## config.mk

```make
export PLATFORM = sky130hd
export DESIGN_NAME = fetch_queue
export DESIGN_NICKNAME = d
export VERILOG_FILES = /design/src/rtl/fetch_queue.sv
export SDC_FILE = /design/constraint.sdc
export NUM_CORES = 1
export LEC_CHECK = 0
export ABC_CLOCK_PERIOD_IN_PS = 5600
export BUFFER_PORTS_ARGS = -buffer_cell sky130_fd_sc_hd__buf_2
export CORE_MARGIN = 4
export CORE_UTILIZATION = 59
export CTS_CLUSTER_DIAMETER = 200
export CTS_CLUSTER_SIZE = 20
export DETAILED_ROUTE_END_ITERATION = 6
export HOLD_SLACK_MARGIN = 0.03
export PLACE_DENSITY = 0.87
export SYNTH_ARGS = -nofsm -noshare
export SYNTH_HDL_FRONTEND = slang
export SYNTH_SLANG_ARGS = --single-unit
```

## constraint.sdc

```tcl
create_clock -name clk -period 5.6 [get_ports clk]
set_input_delay 1.12 -clock clk [delete_from_list [all_inputs] [get_ports clk]]
set_output_delay 1.12 -clock clk [all_outputs]
set_load 0.02 [all_outputs]
```

## src/rtl/fetch_queue.sv

```systemverilog
// Instruction fetch queue: sequential PC generator feeding a registered FIFO of
// {instruction, pc, pc+4} entries, with redirect flush and downstream stall.
module fetch_queue #(
    parameter int unsigned     XLEN     = 32,
    parameter int unsigned     DEPTH    = 4,
    parameter logic [XLEN-1:0] RESET_PC = '0
) (
    input  logic                     clk,
    input  logic                     rst,
    output logic [XLEN-1:0]          imem_addr,
    output logic                     imem_req,
    input  logic [XLEN-1:0]          imem_rdata,
    input  logic                     imem_valid,
    input  logic                     redirect_valid,
    input  logic [XLEN-1:0]          redirect_addr,
    input  logic                     stall,
    output logic                     out_valid,
    output logic [XLEN-1:0]          out_instr,
    output logic [XLEN-1:0]          out_pc,
    output logic [XLEN-1:0]          out_pc_step,
    output logic [$clog2(DEPTH):0]   out_count
);

    localparam int unsigned AW = $clog2(DEPTH);
    localparam int unsigned CW = AW + 1;

    logic [XLEN-1:0] pc_q, pc_d, pc_step;
    logic [AW-1:0]   rd_ptr_q, rd_ptr_d, wr_ptr_q, wr_ptr_d;
    logic [CW-1:0]   count_q, count_d, remain;

    logic [XLEN-1:0] instr_mem [DEPTH];
    logic [XLEN-1:0] pc_mem    [DEPTH];
    logic [XLEN-1:0] step_mem  [DEPTH];

    logic [XLEN-1:0] head_instr_q, head_instr_d;
    logic [XLEN-1:0] head_pc_q, head_pc_d;
    logic [XLEN-1:0] head_step_q, head_step_d;

    logic full, empty, push, pop;

    assign pc_step  = pc_q + XLEN'(4);
    assign full     = (count_q == CW'(DEPTH));
    assign empty    = (count_q == '0);
    assign imem_req = !full && !redirect_valid;
    assign push     = imem_req && imem_valid;
    assign pop      = !empty && !stall && !redirect_valid;
    // Entries left in the queue after this cycle's pop, before the push lands.
    assign remain   = count_q - CW'(pop);

    always_comb begin
        pc_d     = pc_q;
        rd_ptr_d = rd_ptr_q;
        wr_ptr_d = wr_ptr_q;
        count_d  = count_q;
        if (redirect_valid) begin
            pc_d     = redirect_addr & ~XLEN'(3);
            rd_ptr_d = '0;
            wr_ptr_d = '0;
            count_d  = '0;
        end else begin
            if (push) begin
                pc_d     = pc_step;
                wr_ptr_d = wr_ptr_q + AW'(1);
            end
            if (pop) begin
                rd_ptr_d = rd_ptr_q + AW'(1);
            end
            count_d = count_q + CW'(push) - CW'(pop);
        end
    end

    // Head registers load the next head entry; they hold while the queue is empty.
    always_comb begin
        head_instr_d = head_instr_q;
        head_pc_d    = head_pc_q;
        head_step_d  = head_step_q;
        if (!redirect_valid && count_d != '0) begin
            if (remain == '0) begin
                head_instr_d = imem_rdata;
                head_pc_d    = pc_q;
                head_step_d  = pc_step;
            end else begin
                head_instr_d = instr_mem[rd_ptr_d];
                head_pc_d    = pc_mem[rd_ptr_d];
                head_step_d  = step_mem[rd_ptr_d];
            end
        end
    end

    always_ff @(posedge clk or negedge rst) begin
        if (!rst) begin
            pc_q         <= RESET_PC;
            rd_ptr_q     <= '0;
            wr_ptr_q     <= '0;
            count_q      <= '0;
            head_instr_q <= '0;
            head_pc_q    <= '0;
            head_step_q  <= '0;
        end else begin
            pc_q         <= pc_d;
            rd_ptr_q     <= rd_ptr_d;
            wr_ptr_q     <= wr_ptr_d;
            count_q      <= count_d;
            head_instr_q <= head_instr_d;
            head_pc_q    <= head_pc_d;
            head_step_q  <= head_step_d;
        end
    end

    always_ff @(posedge clk) begin
        if (push) begin
            instr_mem[wr_ptr_q] <= imem_rdata;
            pc_mem[wr_ptr_q]    <= pc_q;
            step_mem[wr_ptr_q]  <= pc_step;
        end
    end

    assign imem_addr   = pc_q;
    assign out_valid   = !empty;
    assign out_count   = count_q;
    assign out_instr   = head_instr_q;
    assign out_pc      = head_pc_q;
    assign out_pc_step = head_step_q;

endmodule

```

==> parameters.txt <==
Parameter                              Value

Cells and area
  Sequential cell area ... ~14,000 sq um
  Antenna cells ... 0
  Post-route insts no fill ... 2,100
  Final Core Density ... 0.663
  Filler cell count ... 2,274
  Area growth from synthesis to layout ... 11.2%
  Nets ... 1,708
  Final design area excluding fillers ... 22,200 sq um
  Footprint of the multi-input gates ... ~5200 sq um
  Proportion of layout cells with a drive suffix above 1 ... 0.170

Clock network
  Resize count post-CTS ... 0
  Number of levels the H-tree was split into ... 1
  Clock Pin Slew Worst Setup and Hold Paths ... ~0.080 ns
  Total number of clock tree sinks ... approximately 500
  TritonCTS clock tree ... done
  Setup bufs post-CTS ... 0
  Clock latency of the later-clocked register in the worst-skew pair ... approximately 0.58 ns
  Root Driver ... clkbuf_16
  Cts bufs inserted ... 28
  Number of hold buffers added after cts ... 0
  Deepest clock path buffer count ... 3

Synthesis
  Post-synthesis share of cell area spent on full adders, half adders and majority gates ... 0.00602
  Synthesis-stage register bit count ... roughly 500
  Simple-Gate Fraction of Synth Area ... 0.0686
  Proportion of synthesized chip area in sequential cells ... 0.715
  Main area contributors after synthesis ... edfxtp_1 55%, dfrtp_1 16%, a21oi_1 6.0%, a221oi_1 3.7%, nand2_1 2.6%
  Number of distinct library cells after synthesis ... 51
  Summed instance area of the synthesized netlist ... about 20,000 sq um
  Yosys warning total ... 0
  Post-Syn Area per Cell ... ~13 sq um
  Cells after Synth ... 1,482
  Fraction of synthesis flops using an asynchronous set or reset pin ... 0.260
  Main combinational cell family by area after synthesis ... compound AO/OA/AOI/OAI gates
  Largest area contributor in the netlist ... edfxtp_1
  Number of enable flip-flop cells after synthesis ... ~370
  Leading register cell type out of synthesis ... edfxtp_1
  Xor and xnor fraction of the mapped netlist area ... 0.0136
  Share of cell area taken by muxes after synthesis ... 0.00765
  Synth Area in Compound Gates ... 0.160
  Fraction of synthesized cell area taken by the top area cell type ... 0.554

Job
  Count of max-cap constraint violations ... 0

Worst setup path
  Worst EP required ... about 6 ns
  Data arrival time at the worst-slack endpoint ... ~4.7 ns
  Critical-path top delay cell ... a21o_4
  Most common cell on crit path ... inv_1
  Crit path capture type ... register
  Longest individual stage delay on the worst path ... about 0.56 ns
  Worst Path Class, Setup ... register to register
  Crit path max fanout ... between 40 and 50
  Startpoint type of the worst setup path ... register
  CP Cell Sequence ... nor2_1 -> a21oi_1 -> and2_1 -> inv_1 -> ha_1 -> inv_1 -> ha_1 -> inv_1 -> fa_1 -> xor2_1 -> xnor2_1 -> a21o_4 -> nor2_1 -> a22o_1 -> a21o_1
  Minimum setup slack among reg-to-reg paths ... around 1.4 ns

Place
  Count of input and output buffers ... between 150 and 200
  Dpl cell area ... 21,400 sq um
  DP Cell Count ... 2,048
  HPWL after detailed placement ... 30.7 mm
  RD Place Congestion ... ~0.84
  Post-place setup slack ... just over 0.8 ns

Pwr
  Static leakage power ... between 8 and 9 nW
  Max VDD drop ... about 0.54 mV
  Total power divided by cell area ... 557 nW/um^2
  Power, Total ... 12.4 mW

Hold path
  Class of the worst hold path ... register to register

Floorplanning
  Total die area ... roughly 37,000 sq um
  Die X-Extent ... approximately 190 um
  Core box area ... around 33,000 sq um
  Boundary pin count ... between 200 and 250
  Number of core rows ... 67
  Initial standard-cell utilization of the core ... 0.597
  Die H ... about 190 um

Detailed routing
  Wire length per cell ... between 20 and 25 um
  First-pass iteration count of the detailed router ... 5
  Post-route ant nets ... 0
  Vias per std cell ... approximately 6.6
  Detailed Route Iter0 Violations ... 1,631
  Number of remaining DRC errors ... 0
  Detailed Route WL ... about 52 mm
  Vias ... about 14,000

Global route
  Wire length of the first global-routing pass ... a little under 80 mm
  Remaining global-route overflow ... 0
  Vias in the first global route ... about 14,000
  Total global-route track usage ... 0.278
  Antenna violations before repair ... 0
  Pin count of the biggest net entering global routing ... 93

STA
  Timing-limited maximum frequency ... 238 MHz
  Actual transition at the worst max-transition pin ... ~1.2 ns
  Post-layout minimum cycle time ... about 4.2 ns
  Setup Total Neg Slack ... 0 ns
  Count of final hold-check violations ... 0
  Period utilization ... 0.751
  Post-layout worst setup margin ... 1.40 ns
  Max transition margin ... 0.174
  Max Clock Skew ... 0.0175 ns
  Worst hold slack ... between 0.5 and 0.6 ns
  Number of failing setup endpoints in the final timing report ... 0
  Pins over their slew limit ... 0
  Setup repair after global routing missed its margin ... no

Status
  Result of the run ... finished clean
[synthesized netlist by cell type, types with 9 or more instances]
cell type    n
a21o_1      68
a21oi_1    241
a221o_1     13
a221oi_1    84
a22oi_1     19
and3_1       9
buf_2       38
clkbuf_1    63
dfrtp_1    129
edfxtp_1   368
inv_1       19
nand2_1    138
nand3_1     18
nand4_1     11
nor2_1      94
nor3_1       9
o21ai_0     29
o22a_1       9
xnor2_1     15
xor2_1      16
[metal layers]
metal / routed length, um / vias up / GRT usage
met3: 5850 / 123 / 0.0451
met1: 19300 / 6872 / 0.378
met5: 0 / - / 0
met4: 1690 / 0 / 0.0934
met2: 25400 / 959 / 0.464
li1: - / 5887 / -
[critical path: cells and delay by family, from the launching register on]
| family | cells | cell delay [ns] |
|---|---|---|
| AOI/OAI and AO/OA | 4 | 1.39 |
| adders and majority gates | 3 | 0.78 |
| and+or+nand+nor | 3 | 0.70 |
| buffers and inverters | 3 | 0.17 |
| xor gates and xnor gates | 2 | 0.52 |
| DFF | 1 | 0.51 |
[cells in the final DEF (no fill, tap or decap), drive strengths merged, types with 4 or more instances in the layout]
cell type  count
edfxtp       368
a21oi        241
buf          226
nand2        138
dfrtp        129
nor2          94
a221oi        85
a21o          68
clkbuf        51
o21ai         29
inv           19
a22oi         19
nand3         18
xor2          16
xnor2         15
a221o         13
nand4         11
o22a           9
nor3           9
and3           9
ha             8
a31o           7
nor4           7
conb           6
and2           6
nor2b          5
a211oi         5
nor3b          4
mux2           4
a22o           4
mux2i          4
[cell families (layout without fill, tap and decap cells)]
group,count (synthesis),after routing
AO/OA/AOI/OAI,489,489
XOR/XNOR,31,31
adder cells (fa/ha/maj),9,9
buffers and inverters,133,298
flip-flops,497,497
multiplexers,11,11
other,1,6
AND/OR/NAND/NOR,311,311
[path summary, 6_finish.rpt]
| kind | start | end | depth (start not counted) |
|---|---|---|---|
| hold reg to reg | out_pc_step[11] | out_pc_step[11] | 1 |
| setup / recovery | out_count[1] | out_pc_step[15] | 15 |
| min in group asynchronous | rst | out_instr[25] | 1 |
| setup reg to reg | out_count[1] | out_pc_step[15] | 15 |
| hold / removal | out_pc_step[11] | out_pc_step[11] | 1 |
| max in group asynchronous | rst | out_instr[23] | 2 |
[state kept, by name, summed over array words and instances (netlist names)]
signal       flops
out_pc          30
out_pc_step     30
step_mem       120
imem_addr       30
rd_ptr_q         2
wr_ptr_q         2
pc_mem         120
instr_mem      128
out_count        3
out_instr       32
[report_power, final]
group          total, mW  switching, mW  internal (mW)
Combinational       5.23           3.47           1.76
Clock               2.11           1.13          0.977
Sequential          5.02          0.396           4.62
[layout make-up]
| type | instances | area share |
|---|---|---|
| repair buffers | 226 | 0.0572 |
| inverters | 20 | 0.00344 |
| multi-input cells | 857 | 0.234 |
| clock buffers | 51 | 0.0364 |
| clock inverters | 1 | 0.000226 |
| flip-flops and latches | 497 | 0.644 |
| well taps | 448 | 0.0253 |
No activity file was read; power rests on OpenSTA's default activity.
